**src/rtl/shop_pkg.sv**
```systemverilog
// Shared definitions for the change dispenser: FSM states, coin values, tube indices.
// No logic of its own; helper functions are pure combinational.
// Nothing here applies backpressure.
package shop_pkg;

  typedef enum logic [2:0] {
    IDLE   = 3'd0,
    SELECT = 3'd1,
    PULSE  = 3'd2,
    GAP    = 3'd3,
    DONE   = 3'd4
  } state_t;

  localparam int DENOM5 = 5;
  localparam int DENOM2 = 2;
  localparam int DENOM1 = 1;

  localparam int IDX5 = 2;
  localparam int IDX2 = 1;
  localparam int IDX1 = 0;

  // True when exactly one tube is selected.
  function automatic logic is_onehot3(input logic [2:0] v);
    return (v != 3'b000) && ((v & (v - 3'd1)) == 3'b000);
  endfunction

  // Coin value of a one-hot tube select; zero when nothing is selected.
  function automatic logic [3:0] denom_of(input logic [2:0] oh);
    logic [3:0] d;
    d = 4'd0;
    if (oh[IDX5])      d = 4'(DENOM5);
    else if (oh[IDX2]) d = 4'(DENOM2);
    else if (oh[IDX1]) d = 4'(DENOM1);
    return d;
  endfunction

endpackage

```
**src/rtl/coin_tube.sv**
```systemverilog
// One coin tube inventory: saturating refill add and single-coin take.
// Count updates one cycle after load/take.
// No backpressure; a take on an empty tube is dropped.
module coin_tube #(
  parameter int TUBE_MAX = 15
) (
  input  logic       clk,
  input  logic       reset,
  input  logic       load,
  input  logic [3:0] add,
  input  logic       take,
  output logic [3:0] cnt,
  output logic       nonzero
);

  // Sum is formed one bit wider so a refill can never wrap before saturation.
  logic [4:0] sum;
  assign sum     = {1'b0, cnt} + {1'b0, add};
  assign nonzero = (cnt != 4'd0);

  // Inventory register: refill saturates at TUBE_MAX, take never underflows.
  always_ff @(posedge clk or negedge reset) begin
    if (!reset) begin
      cnt <= 4'd0;
    end else if (load) begin
      cnt <= (sum > 5'(TUBE_MAX)) ? 4'(TUBE_MAX) : sum[3:0];
    end else if (take && nonzero) begin
      cnt <= cnt - 4'd1;
    end
  end

endmodule

```
**src/rtl/change_dispenser.sv**
```systemverilog
// Pays a change amount greedily from 5/2/1 tubes with timed ejector pulses.
// Per coin 1+PULSE_CYC+GAP_CYC cycles, plus one final SELECT and one DONE cycle.
// Requests and refills are only taken in IDLE; anything arriving while busy is dropped.
module change_dispenser
  import shop_pkg::*;
#(
  parameter int PULSE_CYC = 2,
  parameter int GAP_CYC   = 1,
  parameter int TUBE_MAX  = 15
) (
  input  logic       clk,
  input  logic       reset,
  input  logic       req,
  input  logic [3:0] amount,
  input  logic [2:0] refill,
  input  logic [3:0] refill_cnt,
  output logic       busy,
  output logic       done,
  output logic [3:0] short,
  output logic [2:0] coin_out,
  output logic [3:0] cnt5,
  output logic [3:0] cnt2,
  output logic [3:0] cnt1
);

  state_t           state, state_nxt;
  logic [3:0]       remaining, remaining_nxt;
  logic [3:0]       short_nxt;
  logic [3:0]       tmr, tmr_nxt;
  logic [2:0]       coin_nxt;
  logic [2:0]       take;
  logic [2:0]       nonzero;
  logic [2:0]       elig;
  logic [2:0]       pick;
  logic             refill_ok;
  logic [2:0][3:0]  tube_cnt;

  assign refill_ok = (state == IDLE) && is_onehot3(refill);

  for (genvar i = 0; i < 3; i++) begin : g_tube
    coin_tube #(.TUBE_MAX(TUBE_MAX)) u_tube (
      .clk     (clk),
      .reset   (reset),
      .load    (refill_ok & refill[i]),
      .add     (refill_cnt),
      .take    (take[i]),
      .cnt     (tube_cnt[i]),
      .nonzero (nonzero[i])
    );
  end

  assign cnt5 = tube_cnt[IDX5];
  assign cnt2 = tube_cnt[IDX2];
  assign cnt1 = tube_cnt[IDX1];

  assign busy = (state == SELECT) || (state == PULSE) || (state == GAP);
  assign done = (state == DONE);

  // Greedy selector: largest coin that fits the remainder and is in stock.
  always_comb begin
    elig       = 3'b000;
    elig[IDX5] = (remaining >= 4'(DENOM5)) && nonzero[IDX5];
    elig[IDX2] = (remaining >= 4'(DENOM2)) && nonzero[IDX2];
    elig[IDX1] = (remaining >= 4'(DENOM1)) && nonzero[IDX1];
    pick = 3'b000;
    if (elig[IDX5])      pick[IDX5] = 1'b1;
    else if (elig[IDX2]) pick[IDX2] = 1'b1;
    else if (elig[IDX1]) pick[IDX1] = 1'b1;
  end

  // Next-state logic; coin_out is computed here and registered so the ejector never glitches.
  always_comb begin
    state_nxt     = state;
    remaining_nxt = remaining;
    short_nxt     = short;
    tmr_nxt       = tmr;
    coin_nxt      = coin_out;
    take          = 3'b000;
    case (state)
      IDLE: begin
        if (req) begin
          remaining_nxt = amount;
          short_nxt     = 4'd0;
          state_nxt     = SELECT;
        end
      end
      SELECT: begin
        if (remaining == 4'd0) begin
          short_nxt = 4'd0;
          state_nxt = DONE;
        end else if (pick != 3'b000) begin
          take          = pick;
          remaining_nxt = remaining - denom_of(pick);
          coin_nxt      = pick;
          tmr_nxt       = 4'(PULSE_CYC - 1);
          state_nxt     = PULSE;
        end else begin
          short_nxt = remaining;
          state_nxt = DONE;
        end
      end
      PULSE: begin
        if (tmr == 4'd0) begin
          coin_nxt  = 3'b000;
          tmr_nxt   = 4'(GAP_CYC - 1);
          state_nxt = GAP;
        end else begin
          tmr_nxt = tmr - 4'd1;
        end
      end
      GAP: begin
        if (tmr == 4'd0) begin
          state_nxt = SELECT;
        end else begin
          tmr_nxt = tmr - 4'd1;
        end
      end
      DONE: begin
        state_nxt = IDLE;
      end
      default: begin
        coin_nxt  = 3'b000;
        state_nxt = IDLE;
      end
    endcase
  end

  // State, remainder, shortfall, shared pulse/gap timer and ejector drive registers.
  always_ff @(posedge clk or negedge reset) begin
    if (!reset) begin
      state     <= IDLE;
      remaining <= 4'd0;
      short     <= 4'd0;
      tmr       <= 4'd0;
      coin_out  <= 3'b000;
    end else begin
      state     <= state_nxt;
      remaining <= remaining_nxt;
      short     <= short_nxt;
      tmr       <= tmr_nxt;
      coin_out  <= coin_nxt;
    end
  end

endmodule

```
**config.mk**
```make
export PLATFORM = sky130hd
export DESIGN_NAME = change_dispenser
export DESIGN_NICKNAME = d
export VERILOG_FILES = /design/src/rtl/shop_pkg.sv /design/src/rtl/coin_tube.sv /design/src/rtl/change_dispenser.sv
export SDC_FILE = /design/constraint.sdc
export NUM_CORES = 1
export LEC_CHECK = 0
export ABC_AREA = 1
export CAP_MARGIN = 5
export CELL_PAD_IN_SITES_DETAIL_PLACEMENT = 1
export CELL_PAD_IN_SITES_GLOBAL_PLACEMENT = 1
export CORE_MARGIN = 10
export CORE_UTILIZATION = 36
export DETAILED_ROUTE_END_ITERATION = 16
export HOLD_SLACK_MARGIN = 0.06
export PLACE_DENSITY = 0.84
export SYNTH_ARGS = -nofsm -noshare
export SYNTH_HDL_FRONTEND = slang
export SYNTH_SLANG_ARGS = --single-unit
```
**constraint.sdc**
```tcl
create_clock -name clk -period 2.05 [get_ports clk]
set_input_delay 0.41 -clock clk [delete_from_list [all_inputs] [get_ports clk]]
set_output_delay 0.41 -clock clk [all_outputs]
set_load 0.01 [all_outputs]
```
### After elaboration in Yosys (flattened, before gate mapping)

Cells that the tools add are included.

* add/sub/neg operators: 9
* reductions and logical operators: 30
* $lt $le $gt $ge: 6
* muxes and demuxes: 46
* bitwise gates (word level): 5
* equality and inequality tests: 11

Operators with widths (count)
* 4-bit 2-to-1 mux: 22
* 3-bit 2-to-1 mux: 12
* 4-bit one-hot mux with 2 select lines: 2
* 4-bit by 1-bit subtractor with 4-bit output (second input constant): 4
* 4-bit by 4-bit adder with 5-bit output: 3
* 5-bit by 4-bit greater-than comparator with 1-bit output (second input constant): 3
* 3-bit one-hot mux with 4 select lines: 1
* 4-bit one-hot mux with 3 select lines: 1
* 4-bit AND reduction: 3
* 4-bit nonzero test: 3
* 3-bit one-hot mux with 3 select lines: 1
* 3-bit nonzero test: 3
* 1-bit logical AND: 8
* 4-bit zero test: 2
* 2-bit nonzero test: 4
* 3-bit by 2-bit == test with 1-bit output (second input constant): 2
* 3-bit zero test: 2
* 2-bit by 1-bit inequality test with 1-bit output (second input constant): 3
* 2-bit inequality test (second input constant): 3
* 3-bit AND reduction: 2
* 1-bit 2-to-1 mux: 5
* 4-bit by 1-bit greater-or-equal comparator with 1-bit output (second input constant): 1
* 4-bit by 2-bit greater-or-equal comparator with 1-bit output (second input constant): 1
* 4-bit by 3-bit greater-or-equal comparator with 1-bit output (second input constant): 1
* 11 further kinds: 15

* input port bits: 14
* register bits after elaboration: 30
* output and inout bits: 21

### Logic depth before layout (Yosys ltp)

Gate-level depths: netlist of run 1.

* word-level depth: 15
* mapped depth: 15
* mapped depth without buffers: 15

### Hierarchy

Synthesis of run 1 repeated with hierarchy kept, for this count alone.

* cell total of the unflattened synthesis: 346
* area, all modules: 2457.4 um2

By module, submodules not included
* change_dispenser: cells each 171, area each 1208.7 um2, times used 1
* coin_tube (g_tube[1].u_tube ...): cells each 59, area each 416.6 um2, times used 2
* coin_tube (g_tube[0].u_tube): cells each 57, area each 415.4 um2, times used 1

### Worst setup path before layout of run 1

OpenSTA, ideal clock, no wires.

* path kind: reg2reg
* from: reg g_tube[1].u_tube.cnt[1]
* to: reg remaining[2]
* library setup time: 0.065 ns
* data arrival time: 2.075 ns
* stages on the path, launching flop included: 13
* setup slack: -0.091 ns
* path through: dfrtp_1 > inv_1 > ha_1 > nand2_1 > o21ai_4 > inv_1 > o21ai_0 > ha_1 > fa_1 > xor2_1 > o21ai_0 > nand3_1 > nand2_1

* word-level cells in the longest chain between the ends: 14

Ends and longest elaborated chain
* from (decl): line coin_tube.sv:12 `output logic [3:0] cnt,`
* from (signal assigned): line coin_tube.sv:26 `cnt <= (sum > 5'(TUBE_MAX)) ? 4'(TUBE_MAX) : sum[3:0];`
* from (signal assigned): line coin_tube.sv:28 `cnt <= cnt - 4'd1;`
* 4-bit nonzero test (*): line coin_tube.sv:19 `assign nonzero = (cnt != 4'd0);`
* 1-bit logical AND (*): line change_dispenser.sv:63 `elig[IDX2] = (remaining >= 4'(DENOM2)) && nonzero[IDX2];`
* 1-bit 2-to-1 mux: line change_dispenser.sv:67 `else if (elig[IDX2]) pick[IDX2] = 1'b1;`
* 2-bit 2-to-1 mux (*): line change_dispenser.sv:66 `if (elig[IDX5]) pick[IDX5] = 1'b1;`
* 1-bit 2-to-1 mux: line shop_pkg.sv:33 `else if (oh[IDX1]) d = 4'(DENOM1);`
* 2-bit 2-to-1 mux: line shop_pkg.sv:32 `else if (oh[IDX2]) d = 4'(DENOM2);`
* 3-bit 2-to-1 mux: line shop_pkg.sv:31 `if (oh[IDX5]) d = 4'(DENOM5);`
* 4-bit 2-to-1 mux: line change_dispenser.sv:91 `end else if (pick != 3'b000) begin`
* 4-bit 2-to-1 mux: line change_dispenser.sv:88 `if (remaining == 4'd0) begin`
* 4-bit 2-to-1 mux: line change_dispenser.sv:79 `case (state)`
* 4-bit subtractor: line change_dispenser.sv:93 `remaining_nxt = remaining - denom_of(pick);`
* 4-bit 2-to-1 mux: line change_dispenser.sv:91
* 4-bit 2-to-1 mux: line change_dispenser.sv:88
* 4-bit one-hot mux with 2 select lines: line change_dispenser.sv:79
* to (signal assigned): line change_dispenser.sv:138 `remaining <= remaining_nxt;`
* to (decl): line change_dispenser.sv:27 `logic [3:0] remaining, remaining_nxt;`

Every way passes the cells marked *; elsewhere a longest branch is shown, timed or not. The select of a mux whose other input is x is not followed.
A chain may end at the register's enable or synchronous reset.

### Final worst setup path of run 1

* from: reg g_tube[1].u_tube.cnt[0]
* to: reg remaining[1]

The elaborated chain is that of the path after synthesis.

==> flow_metrics.tcl, run 1 <==
set metrics [dict create \
    status "finished, violations left" \
    violations "negative setup slack" \
    yosysSeqAreaShare_pct 30.3 \
    timing.max_cap.violations 0 \
    grt_max_degree 31 \
    start_kind "flip-flop" \
    syn_area_per_cell_um2 7.07 \
    finalNonFillerCells 508 \
    numCtsBuffers 5 \
    startpoint "g_tube[1].u_tube.cnt[0]" \
    via_per_inst 4.94 \
    grt_pass1_wl_um 12500 \
    dieHeight_um 103 \
    fin_area_um2 3360 \
    final_common_cell "nand2_1" \
    n_antenna_cell 0 \
    nNetsFinal 467 \
    worstPathArrival_ns 2.30 \
    setup_slack_ns -0.0321 \
    drt_iter0_drc 86 \
    utilization_pct 49.7 \
    insertion_delay_ns 0.28 \
    period_minus_slack_ns 2.08 \
    cts_tree "built" \
    synthArstFlopShare_pct 100 \
    cp-end-kind "flip-flop" \
    hold_viol 0 \
    min_to "short[2]" \
    synthTopCellsByArea "dfrtp_1 (30%), nand2_1 (18%), ha_1 (10%)" \
    finClkSkew_ns 0.00508 \
    timing.hold.ws_ns 0.474 \
    synthFlopType "dfrtp_1" \
    num_vias 2512 \
    tns_ns -0.0362 \
    syn_nets 388 \
    rr_worst_depth 11 \
    min_from "short[2]" \
    routedWlPerCell_um 15.5 \
    initial_utilization_pct 36.6 \
    worst_pin_slew_ns 0.418 \
    cp_max_fo 3 \
    hpwl_um 5950 \
    dp_cells 489 \
    grt-ovfl-total 0 \
    syn_inst 350 \
    fmax_ghz 0.480 \
    postCtsHoldBufs 0 \
    yosys_warnings 0 \
    max-vdd-ir-drop_uv 569 \
    wirelength_um 7900 \
    relSlewSlack_pct 72.1 \
    report.final.slew_viol_count 0 \
    grt_use_total_pct 14.8 \
    cts_root_buffer "clkbuf_8" \
    core_area_um2 6760 \
    drc_errors 0 \
    rows 30 \
    setup_violations 2 \
    antenna_found_initial 0 \
    hold_class "flip-flop to flip-flop" \
    die_w_um 103 \
    drive_above_1_share_pct 21.5 \
    finalCritPeriodShare_pct 102 \
    cts.htree.levels 2 \
    r2r_end "remaining[1]" \
    clock_path_buffers 2 \
    grt_pass1_vias 2690 \
    die_area_um2 10600 \
    synth_edf_count 0 \
    first_pass_iters 4 \
    io-pin-count 35 \
    final_cell_mix "nand2_1 (120), inv_1 (48), buf_4 (40)" \
    crit_required_ns 2.27 \
    route.antenna.remaining_nets 0 \
    synth_area_um2 2480 \
    synth_cell_types 28 \
    dpl_cell_area_um2 3120 \
    yosys.area.top_type "dfrtp_1" \
    crit_type "flip-flop to flip-flop" \
    synthToLayoutAreaGrowth_pct 35.5 \
    rsz0062_at_grt "true" \
    rrSetupSlack_ns -0.03 \
    hold_depth 2 \
    r2r_start "g_tube[1].u_tube.cnt[0]" \
    cts_sinks 30 \
    clkTransAtPathRegs_ns 0.06 \
    port_buffers 34 \
    synth_top_cell_area_share_pct 30.3 \
    yosys_register_bits 30 \
    p_leak_nw 1.83 \
    gp_congestion 0.822 \
    power_density_nw_per_um2 1670 \
]
## final cells by class
type | instances | area, um^2
repair buffers | 74 | 643
clock buffers | 6 | 82.6
inverters | 59 | 224
flip-flops and latches | 30 | 752
well taps | 80 | 100
multi-input cells | 259 | 1550
fillers | 850 | 3400
## cells by family (layout without fill, tap and decap cells)
| kind of cell | after synthesis | after routing | synth area share [%] |
|---|---|---|---|
| AO/OA/AOI/OAI | 27 | 27 | 6.01 |
| flip-flops | 30 | 30 | 30.3 |
| AND/OR/NAND/NOR | 196 | 196 | 36.3 |
| XOR/XNOR | 12 | 12 | 4.24 |
| adder cells (fa/ha/maj) | 24 | 24 | 13.3 |
| buffers and inverters | 61 | 139 | 9.80 |
## flip-flops by register name (all words and copies together) (netlist names)
signal,cells
coin_out,3
state,3
tmr,4
short,4
remaining,4
g_tube.u_tube.cnt,12
## metrics by stage
step                      power, mW  worst slack (ns)
after floorplan                3.23          0.000627
after global placement         4.44            -0.113
after detailed placement       4.65            -0.250
after CTS                      5.31           0.00111
after global routing           6.12            -0.126
final                          5.61           -0.0321
## cell usage after synthesis (3+ instances only)
cell / instances
a21oi_1: 7
dfrtp_1: 30
fa_1: 4
ha_1: 20
inv_1: 54
inv_2: 4
nand2_1: 122
nand2_2: 8
nand3_1: 35
nand4_4: 3
nor2_1: 16
nor2_2: 5
o21ai_0: 14
o21ai_1: 4
xnor2_1: 4
xor2_1: 8
## worst max-delay path, stage by stage (launching register included)
cell	delay, ns
dfrtp_1	0.39
inv_2	0.08
ha_4	0.15
nand2_4	0.06
o21ai_4	0.07
inv_2	0.07
o21ai_2	0.15
ha_2	0.22
fa_1	0.45
o21ai_2	0.21
nand3_2	0.10
nand2_1	0.08
## routing by layer
layer,up-vias,wire (um),track usage [%]
met1,1224,3380,16.1
met3,12,196,2.55
li1,1245,-,-
met5,-,0,0
met2,31,4180,27.3
met4,0,142,6.31
## worst max-delay path by stage
stage	end	slack, ns	cells after the start
final	remaining[1]	-0.03	11
after global routing	remaining[2]	-0.13	11
after CTS	remaining[2]	0.001	12
after detailed placement	g_tube[1].u_tube.cnt[0]	-0.25	11
after global placement	g_tube[1].u_tube.cnt[2]	-0.11	11
after floorplan	remaining[2]	0.0006	11
## power by group
| group | switching (mW) | leakage, nW | internal (mW) |
|---|---|---|---|
| Sequential | 0.202 | 0.380 | 0.851 |
| Combinational | 2.20 | 1.41 | 1.89 |
| Clock | 0.219 | 0.0431 | 0.259 |
## timing repair
item | in CTS | in global routing
buffers inserted | 3 | 10
cloned | 0 | 0
pin swaps | 4 | 6
endpoints found under the setup margin | 2 | 13
endpoints found under the hold margin | 0 | 0
resized for setup | 6 | 14
Power figures use the tool's default switching activity.
==> inputs of run 2 (changes only) <==
Settings changed: GPL_TIMING_DRIVEN from default to 0.
==> flow_metrics.tcl, run 2 (same netlist as run 1, synthesis figures left out) <==
set metrics [dict create \
    status "finished, final reports clean" \
    worstPathArrival_ns 2.24 \
    synthToLayoutAreaGrowth_pct 29.8 \
    die_w_um 103 \
    rr_worst_depth 11 \
    cp_cell_sequence "inv_2 > ha_4 > nand3_1 > nand2_2 > o21ai_2 > ha_2 > fa_1 > xor2_1 > o21ai_1 > nand3_1 > nand2_1" \
    grt_pass1_vias 2598 \
    final_cell_mix "nand2_1 (121), inv_1 (45), nand3_1 (34)" \
    finClkSkew_ns 0.00428 \
    routedWlPerCell_um 15.5 \
    nNetsFinal 446 \
    pwr-share-comb_pct 68.4 \
    cts.htree.levels 2 \
    postCtsHoldBufs 0 \
    power_density_nw_per_um2 1640 \
    dpl_cell_area_um2 2930 \
    endpoint "remaining[2]" \
    critPathMaxStageDelay_ns 0.40 \
    timing.hold.ws_ns 0.173 \
    timing.max_cap.violations 0 \
    via_per_inst 5.00 \
    route.antenna.remaining_nets 0 \
    cts_root_buffer "clkbuf_8" \
    largest_register_ffs 12 \
    grt_use_total_pct 14.2 \
    report.final.slew_viol_count 0 \
    io-pin-count 35 \
    power_frac_seq_pct 21.8 \
    drive_above_1_share_pct 18.8 \
    core_area_um2 6760 \
    p_int_mw 2.74 \
    grt_max_degree 31 \
    switchingPower_mw 2.52 \
    utilization_pct 47.6 \
    grt_pass1_wl_um 12000 \
    fmax_ghz 0.499 \
    drc_errors 0 \
    crit_required_ns 2.28 \
    hpwl_um 5470 \
    dieHeight_um 103 \
    crit_type "flip-flop to flip-flop" \
    rsz0062_at_grt "true" \
    seq_area_um2 758 \
    clkTransAtPathRegs_ns 0.07 \
    clock_path_buffers 2 \
    rows 30 \
    numCtsBuffers 5 \
    insertion_delay_ns 0.29 \
    grt-ovfl-total 0 \
    setup_violations 0 \
    hold_viol 0 \
    swShare_pct 47.9 \
    gp_congestion 0.787 \
    drt_iter0_drc 71 \
    rrSetupSlack_ns 0.05 \
    cp_max_fo 3 \
    nFillCells 852 \
    relSlewSlack_pct 51.7 \
    die_area_um2 10600 \
    p_leak_nw 1.74 \
    cp_common_cell "nand3_1" \
    tns_ns 0 \
    worst_pin_slew_ns 0.725 \
    r2r_start "g_tube[0].u_tube.cnt[1]" \
    max-vdd-ir-drop_uv 546 \
    cp-end-kind "flip-flop" \
    multi_input_area_um2 1550 \
    initial_utilization_pct 36.6 \
    cts_sinks 30 \
    finalCritPeriodShare_pct 97.7 \
    hold_class "input pin to asynchronous set/reset pin" \
    n_antenna_cell 0 \
    top_register "g_tube.u_tube.cnt" \
    start_kind "flip-flop" \
    cts_tree "built" \
    startpoint "g_tube[0].u_tube.cnt[1]" \
    period_minus_slack_ns 2.00 \
    antenna_found_initial 0 \
    pwr-share-clk_pct 9.8 \
    num_vias 2444 \
    cp_slowest_cell "dfrtp_1" \
    r2r_end "remaining[2]" \
    final_common_cell "nand2_1" \
    first_pass_iters 4 \
    fin_area_um2 3210 \
    port_buffers 34 \
    wirelength_um 7590 \
]
-- run 2: cell count changes in the layout (fill, tap and decap cells not counted), sizes merged --
cell / before / now
buf: 40 / 20
clkdlybuf4s50: 33 / 31
clkbuf: 6 / 7
clkinv: 0 / 1
dlymetal6s2s: 1 / 2
-- run 2: cell type report --
| type | count | share of cell area (%) |
|---|---|---|
| multi-input cells | 259 | 48.3 |
| flip-flops and latches | 30 | 23.6 |
| repair buffers | 51 | 14.6 |
| inverters | 59 | 6.97 |
| well taps | 80 | 3.12 |
| clock buffers | 7 | 2.69 |
| plain buffers | 2 | 0.584 |
| clock inverters | 1 | 0.156 |
-- run 2: how the worst min path moves through the flow --
stage	endpoint	cells past startpoint	slack, ns	startpoint
6_report	state[2]	1	0.17	reset
5_1_grt	short[1]	1	0.22	reset
4_1_cts	state[0]	1	0.19	reset
3_5_place_dp	short[2]	2	0.46	short[2]
3_3_place_gp	tmr[0]	2	0.46	tmr[0]
2_1_floorplan	coin_out[0]	0	0.11	reset
-- run 2: power by group through the flow --
stage               Sequential (mW)  Clock, mW  Combinational [mW]
finish                         1.15      0.513                3.59
global route                   1.19      0.555                4.06
CTS                            1.14      0.533                3.38
detailed placement             1.18          0                3.02
global placement               1.17          0                2.87
floorplan                      1.16          0                2.07
-- run 2: repair_timing --
| item | CTS | global route |
|---|---|---|
| endpoints found under the setup margin | 2 | 12 |
| hold endpoints to repair | 0 | 0 |
| setup buffers | 12 | 5 |
| gates resized for setup | 12 | 13 |
| pin swaps | 5 | 3 |
-- run 2: metal layers --
metal,vias up,GRT usage (%),part of all wire [%]
li1,1210,-,-
met1,1186,15.6,41
met2,34,26.1,55
met3,14,2.61,2.5
met4,0,5.88,2.0
met5,-,0,0
-- run 2: critical path, delay by kind of cell (launching register included) --
family                   cells  cell delay, ns
flip-flops                   1            0.40
XOR/XNOR                     1            0.15
AO/OA/AOI/OAI                2            0.19
AND/OR/NAND/NOR              4            0.36
buffers and inverters        1            0.12
adder cells (fa/ha/maj)      3            0.70
-- run 2: per-stage QoR --
step                      setup WS [ns]  cells  power, mW
after floorplan                0.000627    350       3.23
after global placement           -0.200    464       4.04
after detailed placement         -0.254    464       4.20
after CTS                       0.00524    484       5.05
after global routing            -0.0691    489       5.80
final                            0.0475    489       5.25
